===== src/rtl/trigger_arm_ctrl.sv =====
// Arm/capture sequencer for the pulse time-of-flight trigger generator.
// Owns trig_enable, counts shots, captures pulse_tof with valid/ack, enforces re-arm holdoff.
module trigger_arm_ctrl #(
  parameter int unsigned SHOT_W  = 16,
  parameter int unsigned TIMER_W = 32
) (
  input  logic               rxclk,
  input  logic               rst,
  input  logic               sw_arm,
  input  logic               sw_abort,
  input  logic [SHOT_W-1:0]  num_shots,
  input  logic [TIMER_W-1:0] arm_timeout,
  input  logic [TIMER_W-1:0] rearm_holdoff,
  input  logic [7:0]         detect_pls,
  input  logic [31:0]        pulse_tof,
  input  logic               result_ack,
  output logic               trig_enable,
  output logic [31:0]        result_tof,
  output logic               result_valid,
  output logic [SHOT_W-1:0]  shot_count,
  output logic               busy,
  output logic               done,
  output logic               timeout_flag,
  output logic               overrun_flag,
  output logic [2:0]         state_o
);

  localparam int unsigned TOF_W = 32;

  typedef enum logic [2:0] {
    IDLE    = 3'd0,
    ARMED   = 3'd1,
    CAPTURE = 3'd2,
    HOLDOFF = 3'd3,
    DONE    = 3'd4
  } state_e;

  state_e               state_q, state_d;
  logic                 trig_enable_q, trig_en_d;
  logic [TOF_W-1:0]     result_tof_q;
  logic                 result_valid_q;
  logic [SHOT_W-1:0]    shot_count_q, shot_inc;
  logic                 busy_q, done_q;
  logic                 timeout_q, overrun_q;
  logic [TIMER_W-1:0]   timer_q, timer_d;
  logic [SHOT_W-1:0]    cfg_shots_q;
  logic [TIMER_W-1:0]   cfg_timeout_q, cfg_holdoff_q, hold_eff;
  logic                 det_prev_q;
  logic                 fire, arm_ok, timeout_hit, last_shot, hold_end, capture;
  logic                 unused_det;

  assign unused_det = ^{detect_pls[7:5], detect_pls[3:0]};

  // Condition decode shared by next-state and datapath
  always_comb begin
    fire        = detect_pls[4] & ~det_prev_q;
    arm_ok      = sw_arm & ~sw_abort & ((state_q == IDLE) | (state_q == DONE));
    hold_eff    = (cfg_holdoff_q == '0) ? TIMER_W'(1) : cfg_holdoff_q;
    timeout_hit = (cfg_timeout_q != '0) && (timer_q == cfg_timeout_q - TIMER_W'(1));
    shot_inc    = (&shot_count_q) ? shot_count_q : shot_count_q + SHOT_W'(1);
    last_shot   = (cfg_shots_q != '0) && (shot_inc == cfg_shots_q);
    hold_end    = (timer_q == hold_eff - TIMER_W'(1));
    capture     = (state_q == CAPTURE) & ~sw_abort;
  end

  // Next state; abort overrides everything, illegal encodings fall back to IDLE
  always_comb begin
    state_d = state_q;
    if (sw_abort) begin
      state_d = IDLE;
    end else begin
      case (state_q)
        IDLE, DONE: if (sw_arm) state_d = ARMED;
        ARMED: begin
          if (fire)             state_d = CAPTURE;
          else if (timeout_hit) state_d = DONE;
        end
        CAPTURE: state_d = last_shot ? DONE : HOLDOFF;
        HOLDOFF: if (hold_end) state_d = ARMED;
        default: state_d = IDLE;
      endcase
    end
  end

  // Shared per-shot timer: ARMED timeout count, then HOLDOFF length
  always_comb begin
    timer_d = '0;
    case (state_q)
      ARMED:   timer_d = timer_q + TIMER_W'(1);
      HOLDOFF: timer_d = hold_end ? '0 : timer_q + TIMER_W'(1);
      default: timer_d = '0;
    endcase
    trig_en_d = (state_d == ARMED) | (state_d == CAPTURE);
  end

  always_ff @(posedge rxclk) begin
    if (rst) begin
      state_q        <= IDLE;
      trig_enable_q  <= 1'b0;
      result_tof_q   <= '0;
      result_valid_q <= 1'b0;
      shot_count_q   <= '0;
      busy_q         <= 1'b0;
      done_q         <= 1'b0;
      timeout_q      <= 1'b0;
      overrun_q      <= 1'b0;
      timer_q        <= '0;
      cfg_shots_q    <= '0;
      cfg_timeout_q  <= '0;
      cfg_holdoff_q  <= '0;
      det_prev_q     <= 1'b0;
    end else begin
      state_q       <= state_d;
      trig_enable_q <= trig_en_d;
      busy_q        <= (state_d == ARMED) | (state_d == CAPTURE) | (state_d == HOLDOFF);
      done_q        <= (state_d == DONE);
      timer_q       <= timer_d;
      // Edge history follows the enable being driven so a level held across re-arm is not a new edge
      det_prev_q    <= trig_en_d & detect_pls[4];

      if (arm_ok) begin
        cfg_shots_q   <= num_shots;
        cfg_timeout_q <= arm_timeout;
        cfg_holdoff_q <= rearm_holdoff;
        shot_count_q  <= '0;
        timeout_q     <= 1'b0;
        overrun_q     <= 1'b0;
      end

      if ((state_q == ARMED) && !sw_abort && !fire && timeout_hit) timeout_q <= 1'b1;

      if (capture) begin
        result_tof_q   <= pulse_tof;
        result_valid_q <= 1'b1;
        shot_count_q   <= shot_inc;
        if (result_valid_q && !result_ack) overrun_q <= 1'b1;
      end else if (result_valid_q && result_ack) begin
        result_valid_q <= 1'b0;
      end
    end
  end

  assign trig_enable  = trig_enable_q;
  assign result_tof   = result_tof_q;
  assign result_valid = result_valid_q;
  assign shot_count   = shot_count_q;
  assign busy         = busy_q;
  assign done         = done_q;
  assign timeout_flag = timeout_q;
  assign overrun_flag = overrun_q;
  assign state_o      = state_q;

endmodule


===== config.mk =====
export PLATFORM = sky130hd
export DESIGN_NAME = trigger_arm_ctrl
export DESIGN_NICKNAME = d
export VERILOG_FILES = /design/src/rtl/trigger_arm_ctrl.sv
export SDC_FILE = /design/constraint.sdc
export NUM_CORES = 1
export LEC_CHECK = 0
export BUFFER_PORTS_ARGS = -buffer_cell sky130_fd_sc_hd__buf_2
export CAP_MARGIN = 20
export CORE_MARGIN = 4
export CORE_UTILIZATION = 51
export DETAILED_ROUTE_END_ITERATION = 10
export PLACE_DENSITY = 0.72
export RECOVER_POWER = 25
export SETUP_SLACK_MARGIN = 0.1
export SLEW_MARGIN = 20
export SYNTH_ARGS = -nofsm -noshare
export SYNTH_HDL_FRONTEND = slang
export SYNTH_SLANG_ARGS = --single-unit

===== constraint.sdc =====
create_clock -name rxclk -period 8.4 [get_ports rxclk]
set_clock_uncertainty 0.15 [all_clocks]
set_input_delay 0.42 -clock rxclk [delete_from_list [all_inputs] [get_ports rxclk]]
set_output_delay 0.42 -clock rxclk [all_outputs]
set_load 0.02 [all_outputs]

# After elaboration in Yosys (flattened, before gate mapping)
# Cells that the tools add are included.
[op_classes] mux=20 n_reduce_logical=19 bitwise=10 eq_ne=11 addsub=4
[op_table] op="$eq A32 B32 Y1" n=2
[op_table] op="$mux W32" n=2
[op_table] op="$pmux W32 S2" n=1
[op_table] op="$sub A32 B1 Y32 const B" n=2
[op_table] op="$mux W16" n=3
[op_table] op="$add A32 B1 Y32 const B" n=1
[op_table] op="$logic_not A32 Y1" n=1
[op_table] op="$reduce_bool A32 Y1" n=1
[op_table] op="$mux W3" n=6
[op_table] op="$add A16 B1 Y16 const B" n=1
[op_table] op="$eq A16 B16 Y1" n=1
[op_table] op="$reduce_and A16 Y1" n=1
[op_table] op="$reduce_bool A16 Y1" n=1
[op_table] op="$eq A3 B2 Y1 const B" n=4
[op_table] op="$pmux W3 S4" n=1
[op_table] op="$logic_and A1 B1 Y1" n=7
[op_table] op="$mux W1" n=7
[op_table] op="$eq A3 B1 Y1 const B" n=2
[op_table] op="$eq A3 B3 Y1 const B" n=2
[op_table] op="$reduce_bool A2 Y1" n=3
[op_table] op="$and A1 B1 Y1" n=5
[op_table] op="$logic_not A1 Y1" n=3
[op_table] op="$logic_not A3 Y1" n=1
[op_table] op="$or A1 B1 Y1" n=3
[op_table] op="other kinds (2)" n=3
[word_totals] ff_bits=170 out_inout_bits=57 input_bits=125 elab_cells=78

# Depth between registers and ports, before layout
[depth] ltp_word=10 ltp_mapped=16 mapped_depth_nobuf=14

# Worst setup path before layout
# Ideal clock, no wire load.
[synth_path] path_type="register to register" from="reg cfg_holdoff_q[5]" to="reg timer_q[23]" path_slack_ns=4.633 period_less_slack_ns=3.767 path_buffers=3 setup_ns=0.117 t_required_ns=8.133 path_stages_with_launch=17 arrival_ns=3.500 path_cell_list="dfxtp_1 clkbuf_1 nor3_2 and4_1 buf_2 a21oi_1 ha_1 nor4b_2 nand4_1 or4_1 or3_1 a22oi_1 o2111ai_1 nor3_1 a211o_1 buf_2 nor2_1"
[synth_between] elab_chain_cells=6
[synth_lines] element="start, declared" line="47" source="logic [TIMER_W-1:0] cfg_timeout_q, cfg_holdoff_q, hold_eff;"
[synth_lines] element="start signal, assigned" line="124" source="cfg_holdoff_q <= rearm_holdoff;"
[synth_lines] element="$logic_not A32 Y1" line="58" source="hold_eff = (cfg_holdoff_q == '0) ? TIMER_W'(1) : cfg_holdoff_q;"
[synth_lines] element="$mux W32 *" line="58"
[synth_lines] element="$sub A32 B1 Y32 *" line="62" source="hold_end = (timer_q == hold_eff - TIMER_W'(1));"
[synth_lines] element="$eq A32 B32 Y1 *" line="62"
[synth_lines] element="$mux W32 *" line="90" source="HOLDOFF: timer_d = hold_end ? '0 : timer_q + TIMER_W'(1);"
[synth_lines] element="$pmux W32 S2 *" line="88" source="case (state_q)"
[synth_lines] element="end signal, assigned" line="117" source="timer_q <= timer_d;"
[synth_lines] element="end, declared" line="45" source="logic [TIMER_W-1:0] timer_q, timer_d;"
# Every way passes the cells marked *; elsewhere a longest branch is shown, timed or not.
# A chain may end at the register's enable or synchronous reset.

==> flow_summary.ini <==
[cts]
postCtsSetupRepairBufs = 0
cts_made_buffers = 17
cts_max_path_buffers = 2
clock_sinks = 170
tritoncts = yes
cts_hold_buffers = 0
cts_root_buf = clkbuf_16
cts_resized = 0
clock_latency_ps = 430
clk_pin_slew_ps = 80
h-tree-depth = 4

[floorplan]
io_pins = 182
core-area_um2 = 18270
rows = 49
die_h_um = 145.3
die_w_um = 145.3
start_util_pct = 52.61
die_area_um2 = 21110

[routing]
routedWlPerCell_um = 16.47
drt_pass1_iterations = 4
route.vias.total = 9504
via_per_inst = 5.781
drt-total-wl_mm = 27.08
drtAntennaViolNets = 0
drcViolationCount = 0
drtIter0Drc = 592

[timing]
slew_viol_final = 131
relSlewSlack_pct = -102.2
tns_ps = 0
holdWs_ps = 60.28
grt_setup_unrepaired = false
hold_viol = 0
setup_viol = 0
period_share_pct = 58.86
clock.fmax_ghz = 0.2023
tightest_slew_ps = 3033
fin_crit_ps = 4944

[power_and_ir_drop]
powerDensity_nw_per_um2 = 178.0
p_sw_mw = 0.6051
sequentialPowerShare_pct = 43.7
comb_power_share_pct = 16.0
p_leak_nw = 4.007
max-vdd-ir-drop_uv = 165.2
pwr-share-clk_pct = 40.3
netSwitchingFraction_pct = 30.82
p_int_mw = 1.358

[grt]
overflow = 0
track_usage_pct = 25.04
antenna_found_initial = 3
grt_max_degree = 79
grt_pass1_wl_mm = 44.59
grt_pass1_vias = 9030

[synth]
synth-main-ff-cell = dfxtp_1
ys_warn_count = 0
syn_area_um2 = 9612
ys_seq_area_share_pct = 35.41
avgSynthCellArea_um2 = 7.463
ys_ff_latch = 170
synth-async-reset-ratio_pct = 0
yosysUniqueCellTypes = 72
syn_nets = 1417
syn_inst = 1288
synth-edff-count = 0

[critical_path]
cp_common_cell = clkbuf_1
path_max_fanout = 70
worst_path_largest_cell_delay_ps = 2250
reg2reg_slack_ps = 3880
cp_cell_sequence = clkbuf_1, clkbuf_1, nor2_1, nand2_1, a31oi_1
cp-end-kind = flop
cp_top_family = buffers and inverters
crit_arrival_ps = 5110
critPathKind = input pin to flop
slowest_stage = clkbuf_1
path_buf_inv = 2
start_kind = input pin
cp.required_ps = 8560

[run_status]
failed_checks = capacitance limit, slew limit
outcome = complete, but fails checks

[flow_run]
cap_viol_max_count = 2

[place]
hpwl_mm = 19.84
port_buffers = 174
gp_congestion = 0.9044

[finish]
n_antenna_cell = 0
drive_above_1_share_pct = 13.22
areaGrowthSynthToFinish_pct = 14.75
layout.nets = 1531

[min_path]
hold_path.class = input pin to flop
-- cell families (layout without fill, tap and decap cells) --
kind of cell	after synthesis	in the layout	synth area share (%)
DFF	170	170	35.41
xor gates and xnor gates	116	116	10.57
AOI/OAI and AO/OA	272	272	17.27
buffers and inverters	102	229	4.153
and+or+nand+nor	613	613	30.93
adders and majority gates	4	4	0.5207
muxes	11	11	1.146
-- layout by cell type, fill, tap and decap left out, drive strengths merged, types with 4 or more instances in the layout --
master and n:
inv 24, xor2 49, o221ai 4, clkbuf 71, or2 7, nand2b 14
nor4 33, o211ai 5, nor3 33, o21ai 27, nor2 100, a211oi 13
o31ai 7, nor2b 7, o22ai 5, nand4 22, and3 17, a211o 7
a311oi 4, a21oi 147, nor4b 5, mux2i 11, and4 8, a22oi 6
nand2 280, o311ai 4, and2 5, nand3 41, buf 126, dfxtp 170
o41ai 4, xnor2 67, or4 13, a31oi 11, or3 12, clkinv 8
ha 4
-- worst register-to-register path, cell delays in order (launching register included) --
cell and delay (ps):
dfxtp_1 480, nor3_2 140, and4_1 290, a21oi_1 180, ha_1 220, nor4b_2 420, nand4_1 350, or4_1 510
or3_1 390, a22oi_1 170, o2111ai_1 230, nor3_1 200, a211o_2 540, nor2_1 120
-- layer usage --
metal  part of all wire (%)  routed length, um  GRT usage (%)
met3                    7.0               1890          6.486
met5                   0.10                 28              0
met2                     48              12930          43.14
met4                    1.6                439          6.268
met1                     44              11790          31.37
-- synth_stat cells, drive strengths merged, types with 6 or more instances --
master | number | area, um^2
nor3 | 33 | 170.2
or4 | 13 | 105.1
nand4 | 22 | 137.6
nand2 | 280 | 1051
xnor2 | 67 | 586.8
and4 | 8 | 70.07
a211oi | 13 | 97.59
or2 | 7 | 43.79
nand2b | 14 | 87.58
xor2 | 49 | 429.2
nand3 | 41 | 205.2
o31ai | 7 | 57.55
nor2b | 7 | 43.79
a31oi | 11 | 68.82
a211o | 7 | 61.31
a22oi | 6 | 45.04
o21ai | 27 | 135.1
inv | 17 | 63.81
nor4 | 33 | 274.0
nor2 | 100 | 375.4
buf | 13 | 65.06
and3 | 17 | 111.4
a21oi | 147 | 735.7
clkbuf | 72 | 270.3
dfxtp | 170 | 3403
or3 | 12 | 75.07
mux2i | 11 | 110.1
-- stage by stage --
| step | std cells | utilization (%) | area, um^2 | worst slack, ps | total power [mW] |
|---|---|---|---|---|---|
| 2_1_floorplan | 1288 | - | 9612 | 4633 | 1.095 |
| 3_5_place_dp | 1612 | 57.47 | 10500 | 3571 | 1.187 |
| 3_3_place_gp | 1612 | 57.47 | 10500 | 3640 | 1.185 |
| 4_1_cts | 1644 | 60.76 | 11100 | 3525 | 1.975 |
| 6_report | 1644 | 60.37 | 11030 | 3456 | 1.964 |
| 5_1_grt | 1644 | 60.37 | 11030 | 2965 | 2.047 |
-- power by group through the flow --
stage / logic [mW] / registers, mW / clock network [mW]
global route: 0.349 / 0.862 / 0.836
global placement: 0.309 / 0.876 / 0
floorplan: 0.230 / 0.866 / 0
finish: 0.314 / 0.858 / 0.792
CTS: 0.313 / 0.857 / 0.805
detailed placement: 0.311 / 0.876 / 0
-- sequential cells by signal (all words and copies together), names as in the netlist, 3 cells and up --
signal         cells
cfg_shots_q       16
cfg_holdoff_q     32
shot_count        16
timer_q           32
result_tof        32
cfg_timeout_q     32
state_o            3
-- cell type report --
type	count	area, um^2
Fill cell	1743	7241
Clock buffer	17	425.4
Sequential cell	170	3403
Inverter	17	63.81
Clock inverter	15	175.2
Multi-Input combinational cell	1016	5829
Timing Repair Buffer	180	845.8
Tap cell	229	286.5
-- worst paths after layout --
| path | start | endpoint | cells past startpoint |
|---|---|---|---|
| hold / removal | pulse_tof[19] | result_tof[19] | 3 |
| setup reg to reg | cfg_holdoff_q[6] | timer_q[30] | 13 |
| setup / recovery | rst | done | 5 |
| hold reg to reg | result_tof[9] | result_tof[9] | 2 |
(Power assumes the default switching activity.)
